$ cat config.mk
export PLATFORM = sky130hd
export DESIGN_NAME = alu_regfile_pipe
export DESIGN_NICKNAME = d
export VERILOG_FILES = /design/src/rtl/alu_regfile_pipe.sv
export SDC_FILE = /design/constraint.sdc
export NUM_CORES = 1
export LEC_CHECK = 0
export CORE_MARGIN = 1
export CORE_UTILIZATION = 30
export CTS_BUF_LIST = sky130_fd_sc_hd__clkbuf_16
export CTS_CLUSTER_DIAMETER = 120
export CTS_CLUSTER_SIZE = 28
export DETAILED_ROUTE_END_ITERATION = 16
export SYNTH_ARGS = -nofsm -noshare
export SYNTH_HDL_FRONTEND = slang
export SYNTH_SLANG_ARGS = --single-unit
$ cat constraint.sdc
create_clock -name clk -period 4.2 [get_ports clk]
set_clock_uncertainty 0.1 [all_clocks]
set_input_delay 0.84 -clock clk [delete_from_list [all_inputs] [get_ports clk]]
set_output_delay 0.84 -clock clk [all_outputs]
set_load 0.02 [all_outputs]
$ cat src/rtl/alu_regfile_pipe.sv
// ---------------------------------------------------------------------------
// alu_regfile_pipe
//
// Two-stage pipelined ALU with an NREGS x DATA_W register file, sitting
// between instruction decode and the branch/PC logic of the en/de-cryption
// datapath. S1 captures the decoded instruction and its operands on accept.
// S2 holds the computed result and drives the outputs. Results flagged for
// writeback are written to the register file on the output handshake, and
// are forwarded to a dependent instruction leaving S1 in that same cycle.
//
// Ports:
//   clk, rst             rising-edge clock, asynchronous active-high reset
//   in_valid / in_ready  instruction handshake (accept = in_valid && in_ready)
//   op                   0 ADD, 1 INV, 2 AND, 3 OR, 4 SHR, 5 SHL, 6 BEQ, 7 BNE
//   rs0, rs1, rd         source / destination register addresses
//   wb_en                request writeback of the result to rd
//   src0_sel, src1_sel   operand source: 0 register, 1 zero, 2 imm, 3 zero
//   imm                  immediate operand
//   ext_wr_*             host register load port
//   out_valid/out_ready  result handshake
//   result, ovf          ALU result and signed overflow (ADD only)
//   take_branch          branch decision (BEQ/BNE only)
//   out_rd, out_wb       destination of result and whether it is written back
// ---------------------------------------------------------------------------
module alu_regfile_pipe #(
  parameter  int DATA_W = 8,
  parameter  int NREGS  = 4,
  localparam int ADDR_W = $clog2(NREGS),
  localparam int SH_W   = $clog2(DATA_W)
) (
  input  logic              clk,
  input  logic              rst,
  input  logic              in_valid,
  output logic              in_ready,
  input  logic [2:0]        op,
  input  logic [ADDR_W-1:0] rs0,
  input  logic [ADDR_W-1:0] rs1,
  input  logic [ADDR_W-1:0] rd,
  input  logic              wb_en,
  input  logic [1:0]        src0_sel,
  input  logic [1:0]        src1_sel,
  input  logic [DATA_W-1:0] imm,
  input  logic              ext_wr_en,
  input  logic [ADDR_W-1:0] ext_wr_addr,
  input  logic [DATA_W-1:0] ext_wr_data,
  output logic              out_valid,
  input  logic              out_ready,
  output logic [DATA_W-1:0] result,
  output logic              ovf,
  output logic              take_branch,
  output logic [ADDR_W-1:0] out_rd,
  output logic              out_wb
);

  typedef enum logic [2:0] {
    OP_ADD = 3'd0,
    OP_INV = 3'd1,
    OP_AND = 3'd2,
    OP_OR  = 3'd3,
    OP_SHR = 3'd4,
    OP_SHL = 3'd5,
    OP_BEQ = 3'd6,
    OP_BNE = 3'd7
  } op_e;

  // Register file
  logic [DATA_W-1:0] regs_q [NREGS];
  logic [DATA_W-1:0] regs_d [NREGS];

  // Stage 1: captured instruction and operand values
  logic              s1_valid_q, s1_valid_d;
  op_e               s1_op_q,    s1_op_d;
  logic [ADDR_W-1:0] s1_rs0_q,   s1_rs0_d;
  logic [ADDR_W-1:0] s1_rs1_q,   s1_rs1_d;
  logic              s1_reg0_q,  s1_reg0_d;
  logic              s1_reg1_q,  s1_reg1_d;
  logic [ADDR_W-1:0] s1_rd_q,    s1_rd_d;
  logic              s1_wb_q,    s1_wb_d;
  logic [DATA_W-1:0] s1_a_q,     s1_a_d;
  logic [DATA_W-1:0] s1_b_q,     s1_b_d;

  // Stage 2: computed result driving the outputs
  logic              s2_valid_q,  s2_valid_d;
  logic [DATA_W-1:0] s2_result_q, s2_result_d;
  logic              s2_ovf_q,    s2_ovf_d;
  logic              s2_br_q,     s2_br_d;
  logic [ADDR_W-1:0] s2_rd_q,     s2_rd_d;
  logic              s2_wb_q,     s2_wb_d;

  // Handshake / pipeline control
  logic s2_adv;
  logic s1_adv;
  logic accept;
  logic wb_fire;

  // Operand read at accept and operand selection
  logic [DATA_W-1:0] rd0_val, rd1_val;
  logic [DATA_W-1:0] cap0, cap1;

  // Forwarded operands and ALU outputs
  logic [DATA_W-1:0] opa, opb;
  logic [DATA_W-1:0] alu_res;
  logic              alu_ovf;
  logic              alu_br;
  op_e               in_op;
  logic              in_is_branch;

  assign s2_adv   = !s2_valid_q || out_ready;
  assign s1_adv   = s1_valid_q && s2_adv;
  assign in_ready = !s1_valid_q || s2_adv;
  assign accept   = in_valid && in_ready;
  assign wb_fire  = s2_valid_q && out_ready && s2_wb_q;

  assign in_op        = op_e'(op);
  assign in_is_branch = (in_op == OP_BEQ) || (in_op == OP_BNE);

  // Register read at accept is write-through. The writeback check comes last
  // so that it overrides a same-address host write, matching the register
  // file update priority below.
  always_comb begin
    rd0_val = regs_q[rs0];
    rd1_val = regs_q[rs1];
    if (ext_wr_en && (ext_wr_addr == rs0)) rd0_val = ext_wr_data;
    if (ext_wr_en && (ext_wr_addr == rs1)) rd1_val = ext_wr_data;
    if (wb_fire && (s2_rd_q == rs0)) rd0_val = s2_result_q;
    if (wb_fire && (s2_rd_q == rs1)) rd1_val = s2_result_q;

    cap0 = '0;
    case (src0_sel)
      2'd0:    cap0 = rd0_val;
      2'd2:    cap0 = imm;
      default: cap0 = '0;
    endcase

    cap1 = '0;
    case (src1_sel)
      2'd0:    cap1 = rd1_val;
      2'd2:    cap1 = imm;
      default: cap1 = '0;
    endcase
  end

  // S1 next state: load on accept, otherwise empty out when handing to S2.
  // Branches never write back, whatever wb_en says.
  always_comb begin
    s1_valid_d = s1_valid_q;
    s1_op_d    = s1_op_q;
    s1_rs0_d   = s1_rs0_q;
    s1_rs1_d   = s1_rs1_q;
    s1_reg0_d  = s1_reg0_q;
    s1_reg1_d  = s1_reg1_q;
    s1_rd_d    = s1_rd_q;
    s1_wb_d    = s1_wb_q;
    s1_a_d     = s1_a_q;
    s1_b_d     = s1_b_q;
    if (accept) begin
      s1_valid_d = 1'b1;
      s1_op_d    = in_op;
      s1_rs0_d   = rs0;
      s1_rs1_d   = rs1;
      s1_reg0_d  = (src0_sel == 2'd0);
      s1_reg1_d  = (src1_sel == 2'd0);
      s1_rd_d    = rd;
      s1_wb_d    = wb_en && !in_is_branch;
      s1_a_d     = cap0;
      s1_b_d     = cap1;
    end else if (s1_adv) begin
      s1_valid_d = 1'b0;
    end
  end

  // The S1 instruction may have been captured before the instruction now in
  // S2 was written back, so a pending S2 result replaces a stale register
  // operand. Each operand is checked independently.
  always_comb begin
    opa = s1_a_q;
    opb = s1_b_q;
    if (s1_reg0_q && s2_valid_q && s2_wb_q && (s2_rd_q == s1_rs0_q)) opa = s2_result_q;
    if (s1_reg1_q && s2_valid_q && s2_wb_q && (s2_rd_q == s1_rs1_q)) opb = s2_result_q;
  end

  // ALU. Overflow is the classic same-sign-in, different-sign-out test.
  always_comb begin
    alu_res = '0;
    alu_ovf = 1'b0;
    alu_br  = 1'b0;
    case (s1_op_q)
      OP_ADD: begin
        alu_res = opa + opb;
        alu_ovf = (opa[DATA_W-1] == opb[DATA_W-1]) && (alu_res[DATA_W-1] != opa[DATA_W-1]);
      end
      OP_INV: alu_res = ~opb;
      OP_AND: alu_res = opa & opb;
      OP_OR:  alu_res = opa | opb;
      OP_SHR: alu_res = opa >> opb[SH_W-1:0];
      OP_SHL: alu_res = opa << opb[SH_W-1:0];
      OP_BEQ: alu_br  = (opa == opb);
      OP_BNE: alu_br  = (opa != opb);
      default: begin
        alu_res = '0;
      end
    endcase
  end

  // S2 next state: valid follows S1 whenever S2 may advance; payload only
  // loads when an instruction actually moves, so outputs hold under stall.
  always_comb begin
    s2_valid_d  = s2_valid_q;
    s2_result_d = s2_result_q;
    s2_ovf_d    = s2_ovf_q;
    s2_br_d     = s2_br_q;
    s2_rd_d     = s2_rd_q;
    s2_wb_d     = s2_wb_q;
    if (s2_adv) begin
      s2_valid_d = s1_valid_q;
    end
    if (s1_adv) begin
      s2_result_d = alu_res;
      s2_ovf_d    = alu_ovf;
      s2_br_d     = alu_br;
      s2_rd_d     = s1_rd_q;
      s2_wb_d     = s1_wb_q;
    end
  end

  // Register file update: writeback is applied after the host write so it
  // wins on an address collision; different addresses both land.
  always_comb begin
    regs_d = regs_q;
    if (ext_wr_en) regs_d[ext_wr_addr] = ext_wr_data;
    if (wb_fire)   regs_d[s2_rd_q]     = s2_result_q;
  end

  always_ff @(posedge clk or posedge rst) begin
    if (rst) begin
      for (int i = 0; i < NREGS; i++) regs_q[i] <= '0;
    end else begin
      regs_q <= regs_d;
    end
  end

  always_ff @(posedge clk or posedge rst) begin
    if (rst) begin
      s1_valid_q <= 1'b0;
      s1_op_q    <= OP_ADD;
      s1_rs0_q   <= '0;
      s1_rs1_q   <= '0;
      s1_reg0_q  <= 1'b0;
      s1_reg1_q  <= 1'b0;
      s1_rd_q    <= '0;
      s1_wb_q    <= 1'b0;
      s1_a_q     <= '0;
      s1_b_q     <= '0;
    end else begin
      s1_valid_q <= s1_valid_d;
      s1_op_q    <= s1_op_d;
      s1_rs0_q   <= s1_rs0_d;
      s1_rs1_q   <= s1_rs1_d;
      s1_reg0_q  <= s1_reg0_d;
      s1_reg1_q  <= s1_reg1_d;
      s1_rd_q    <= s1_rd_d;
      s1_wb_q    <= s1_wb_d;
      s1_a_q     <= s1_a_d;
      s1_b_q     <= s1_b_d;
    end
  end

  always_ff @(posedge clk or posedge rst) begin
    if (rst) begin
      s2_valid_q  <= 1'b0;
      s2_result_q <= '0;
      s2_ovf_q    <= 1'b0;
      s2_br_q     <= 1'b0;
      s2_rd_q     <= '0;
      s2_wb_q     <= 1'b0;
    end else begin
      s2_valid_q  <= s2_valid_d;
      s2_result_q <= s2_result_d;
      s2_ovf_q    <= s2_ovf_d;
      s2_br_q     <= s2_br_d;
      s2_rd_q     <= s2_rd_d;
      s2_wb_q     <= s2_wb_d;
    end
  end

  assign out_valid   = s2_valid_q;
  assign result      = s2_result_q;
  assign ovf         = s2_ovf_q;
  assign take_branch = s2_br_q;
  assign out_rd      = s2_rd_q;
  assign out_wb      = s2_wb_q;

endmodule
After elaboration in Yosys (flattened, before gate mapping)
Cells that the tools add are included.

operators by class
  reductions and logical operators = 28
  magnitude comparators = 6
  bitwise operators = 7
  shift-type cells = 2
  eq/ne operators = 21
  mux-type cells = 27
  $add $sub $neg = 1

operator list
  kind                                                                           count
  8-bit two-way mux                                                              12
  32-bit bitwise mux                                                             2
  32-bit two-way mux                                                             2
  8-bit case mux with 6 select lines                                             1
  8-bit binary-select mux with 2-bit select                                      2
  8-bit demux with 2-bit select                                                  2
  8-bit case mux with 2 select lines                                             2
  3-bit equality test (second input constant)                                    6
  1-bit logical AND                                                              18
  2-bit equality test                                                            6
  3-bit >= comparator (second input constant)                                    4
  2-bit NOT with 3-bit output                                                    4
  8-bit adder                                                                    1
  8-bit bitwise AND                                                              1
  8-bit equality test                                                            1
  8-bit inequality test                                                          1
  8-bit NOT                                                                      1
  8-bit OR                                                                       1
  8-bit by 3-bit << shifter with 8-bit output                                    1
  8-bit by 3-bit right shift with 8-bit output                                   1
  3-bit by 2-bit equality test with 1-bit output (second input constant)         2
  3-bit by 1-bit less-than comparator with 1-bit output (second input constant)  2
  2-bit equality test (second input constant)                                    2
  2-bit zero test                                                                2
  other kinds (9)                                                                15

word-level totals
  flip-flop bits (word level) = 75
  input bits = 37
  word-level logic and storage cells = 112
  output and inout bits = 15

Logic depth before layout (Yosys ltp)
  word-level depth = 9
  mapped depth = 18
  depth with buffers taken out = 14

Least setup slack after synthesis
OpenSTA, ideal clock, no wires.

  kind = reg-to-reg
  start = reg s2_rd_q[1], in the netlist out_rd[1]
  end = reg s2_result_q[6], in the netlist result[6]
  data required time = 3.974 ns
  arrival time = 3.792 ns
  path buffers = 4
  clock period less this slack = 4.018 ns
  path slack = 0.182 ns
  setup time = 0.126 ns
  cell stages (with the launch flop) = 19
  path through = dfrtp_1 > buf_6 > xor2_1 > nor3_1 > buf_6 > mux2i_4 > buf_6 > buf_4 > inv_1 > ha_1 > fa_1 > nand3_1 > nand2_1 > a31o_2 > a31oi_1 > xor2_1 > nor2_1 > a211o_1 > a221o_1

between the ends
  cells in the longest elaborated chain, start to end = 5
  elaborated cells between the ends (all ways) = 13
  those cells by class = 1 x add/sub; 2 x eq/ne; 2 x shift; 3 x mux; 3 x bitwise; 2 x reduce/logical

RTL lines
  what                                           RTL line  source
  from (decl)                                    87        logic [ADDR_W-1:0] s2_rd_q, s2_rd_d;
  from (signal assigned)                         281       s2_rd_q <= s2_rd_d;
  2-bit equality test, on equally long branches  178, 179
  1-bit logical AND, on equally long branches    178, 179
  8-bit two-way mux, on equally long branches    178, 179
  8-bit adder (tied with other cells)            189       alu_res = opa + opb;
  8-bit case mux with 6 select lines *           187       case (s1_op_q)
  to (signal assigned)                           278       s2_result_q <= s2_result_d;
  to (decl)                                      84        logic [DATA_W-1:0] s2_result_q, s2_result_d;

Mark *: on every way between the ends. The rest lies on a longest branch, timed or not.
A chain may end at the register's enable or synchronous reset.

Worst setup path after layout
  start = reg s2_rd_q[0], in the netlist out_rd[0]
  end = reg s2_result_q[6], in the netlist result[6]

The elaborated chain is that of the path after synthesis.

==> impl_metrics.csv <==
group,metric,value,unit
power_and_ir_drop,total_power,0.003011,W
place,dp_hpwl,11560,microns
min_path,holdPathEnd,"out_wb",
yosys,netlist_area,0.005562,sq mm
clock_network,cts_resized,0,
critical_path,rr_startpoint,"out_rd[0]",
power_and_ir_drop,max-vdd-ir-drop,0.1745,mV
finish,n_fill_cell,1802,
place,dp_cells,860,
critical_path,cp_cell_sequence,"xor2_1, nor3_2, buf_4, mux2i_4, clkinv_1, ha_1, a21oi_1, nand2_1, a31o_2, a31oi_1, xor2_1, nor2_1, a211o_1, a221o_1",
yosys,syn-mean-instance-area,9.223,sq um
clock_network,h-tree-depth,3,
finish,drive_gt1_frac,0.1380,
critical_path,criticalPathCategory,"flip-flop to flip-flop",
critical_path,crit_top_cell,"xor2_1",
sta,rsz0062_at_grt,"false",
critical_path,crit_path_start,"out_rd[0]",
sta,setup-violations-final,0,
global_routing,grt_max_degree,32,
yosys,synth_ff_type,"dfrtp_1",
run_status,violations,"design-rule violations",
global_routing,use_met2,0.2760,
floorplanning,die_h,138.2,microns
yosys,ys_async_sr_fraction,1.000,
yosys,synth_seq_cells,75,
place,routabilityCongestion,0.8837,
critical_path,required,4330,ps
sta,finalMaxSlewViolations,0,
sta,tightest_slew,828.4,ps
global_routing,grt-ovfl-total,0,
clock_network,ctsRootBufferMaster,"clkbuf_16",
yosys,synth_top_area_share,0.3375,
finish,fin_cells,874,
yosys,synthTopCellsByArea,"dfrtp_1 (34%), mux2i_1 (12%), mux4_2 (7.3%)",
min_path,min_path_cells,2,
global_routing,grt_pass1_vias,4552,
sta,final-hold-violation-count,0,
clock_network,post_cts_buffers,0,
finish,finalNetCount,696,
yosys,ys_seq_area_frac,0.3375,
power_and_ir_drop,leakagePower,2.921,nW
global_routing,grt_usage,0.1739,
global_routing,met1_usage,0.2395,
clock_network,worstSkewPairLatency,340,ps
sta,hold_ws,380.7,ps
drt,routed_wl,15960,microns
run,drv_cap,0,
min_path,worstHoldStart,"s1_wb_q",
drt,via_count,4640,
critical_path,reg2reg_slack,480,ps
critical_path,crit_path_end_kind,"flip-flop",
drt,wl_per_cell,18.26,microns
critical_path,crit_fanout,18,
critical_path,cp-start-kind,"flip-flop",
yosys,synth_nets,657,
sta,clock.fmax,269.1,MHz
sta,max_slew_margin,0.4477,
clock_network,clk_path_buf_depth,2,
critical_path,reg2regPathDepth,14,
yosys,synth_top_cell_by_area,"dfrtp_1",
finish,antennaDiodeCount,0,
finish,areaGrowthSynthToFinish,19.35,%
drt,drc,4,
yosys,postSynthCellCount,603,
floorplanning,num_io_pins,52,
sta,finalSetupTns,0,ps
floorplanning,start_util,0.3075,
floorplanning,die_x,138.2,microns
clock_network,cts_tree,"yes",
global_routing,grt_util_met3,0.02425,
yosys,synth_most_common_cell,"nand2_1",
clock_network,cts_sinks,75,
yosys,synth_edf_count,0,
floorplanning,dieArea,0.01909,sq mm
global_routing,busiest_layer,"met2",
min_path,min_path_type,"flip-flop to flip-flop",
global_routing,grt_pass1_wl,25700,microns
clock_network,ctsHoldBuffers,0,
yosys,synth_common_cells,"nand2_1 (88), dfrtp_1 (75), mux2i_1 (66), o21ai_0 (62), clkbuf_1 (31)",
clock_network,clk_pin_slew,60,ps
drt,dr.pass1.iters,10,
yosys,yosys.cell_types.count,55,
critical_path,crit_slowest_cell,"mux2i_4",
drt,drt_iter0_drc,280,
sta,finalCriticalPeriod,3715,ps
floorplanning,row_count,49,
global_routing,antenna_found_initial,0,
floorplanning,core-area,0.01809,sq mm
place,io_buffers,51,
clock_network,cts_inserted_buffers,9,
run_status,status,"complete, but fails checks",
sta,fin_crit_sh,0.8846,
critical_path,worstPathArrival,3840,ps
critical_path,critPathMaxStageDelay,570,ps
critical_path,rr_endpoint,"result[6]",
drt,final_antenna_net_count,0,
power_and_ir_drop,pwr_density_cell,453.7,mW/mm^2
drt,routed_via_density,5.309,
yosys,ys_warn_count,0,
[worst max-delay path by stage]
| stage | slack (ps) | cells after the start | to |
|---|---|---|---|
| floorplan | 180 | 18 | result[6] |
| global placement | 610 | 14 | result[6] |
| detailed placement | 530 | 14 | result[6] |
| CTS | 520 | 14 | result[6] |
| global route | 200 | 14 | result[6] |
| finish | 480 | 14 | result[6] |
[kinds of logic (layout without fill, tap and decap cells)]
group,after synthesis,in the layout,synth area share
compound gates,148,148,0.1645
mux,106,106,0.2414
fa+ha+maj,17,17,0.03959
xor+xnor,20,20,0.03150
flops,75,75,0.3375
buf+inv,70,112,0.05489
simple gates,167,167,0.1307
[cell usage in the layout, fill, tap and decap left out, types with 3 or more instances in the layout]
cell type / n
a211o_1: 3
a211oi_1: 17
a21oi_1: 26
a22oi_1: 4
a31oi_1: 4
and3_1: 3
buf_4: 27
clkbuf_16: 9
clkdlybuf4s50_1: 51
clkinv_1: 3
dfrtp_1: 75
ha_1: 16
inv_1: 18
mux2_2: 18
mux2i_1: 66
mux4_2: 18
nand2_1: 88
nand2b_1: 5
nand3_1: 20
nand3b_1: 3
nor2_1: 30
nor2b_1: 3
nor3b_1: 3
nor4_1: 3
o211ai_1: 10
o21ai_0: 62
o31ai_1: 3
or2_2: 3
xnor2_1: 11
xor2_1: 9
[report_power, final]
group / switching, W / total [W] / leakage, nW / internal (W)
registers: 0.000229 / 0.00113 / 0.931 / 0.000896
logic: 0.000535 / 0.00107 / 1.84 / 0.000535
clock network: 0.000309 / 0.000817 / 0.148 / 0.000508
total: 0.00107 / 0.00301 / 2.92 / 0.00194
[metal layers]
layer | wire length (microns) | part of all wire
met1 | 7484 | 0.47
met2 | 7449 | 0.47
met3 | 747 | 0.047
met4 | 282 | 0.018
met5 | 0 | 0
[layout make-up]
class	instances	area, sq um	area share
multi-input combinational	458	3390	0.5106
sequential	75	1877	0.2828
timing repair buffer	78	713.2	0.1074
tap	229	286.5	0.04317
clock buffer	9	225.2	0.03393
inverter	20	75.07	0.01131
clock inverter	5	71.32	0.01074
[state kept, by name, summed over array words and instances, names as in the netlist]
signal / cells
result: 8
s1_reg0_q: 1
s1_valid_q: 1
s1_op_q: 3
out_valid: 1
regs_q: 32
ovf: 1
out_rd: 2
out_wb: 1
s1_a_q: 8
s1_rs0_q: 2
s1_reg1_q: 1
s1_b_q: 8
take_branch: 1
s1_rs1_q: 2
s1_rd_q: 2
s1_wb_q: 1
[stage by stage]
step	area [sq um]	utilization	setup WS [ps]
floorplan	5562	-	181.8
global placement	6341	0.3506	606.2
detailed placement	6341	0.3506	533.4
CTS	6638	0.3670	517.4
global route	6638	0.3670	204.3
finish	6638	0.3670	484.5
[critical path: cells and delay by family (launching register included)]
family / cells / cell delay, ps
AO/OA/AOI/OAI: 5 / 1130
flip-flops: 1 / 440
adder cells (fa/ha/maj): 1 / 270
buffers and inverters: 2 / 440
AND/OR/NAND/NOR: 3 / 320
multiplexers: 1 / 570
XOR/XNOR: 2 / 340
No activity file was read; power rests on OpenSTA's default activity.
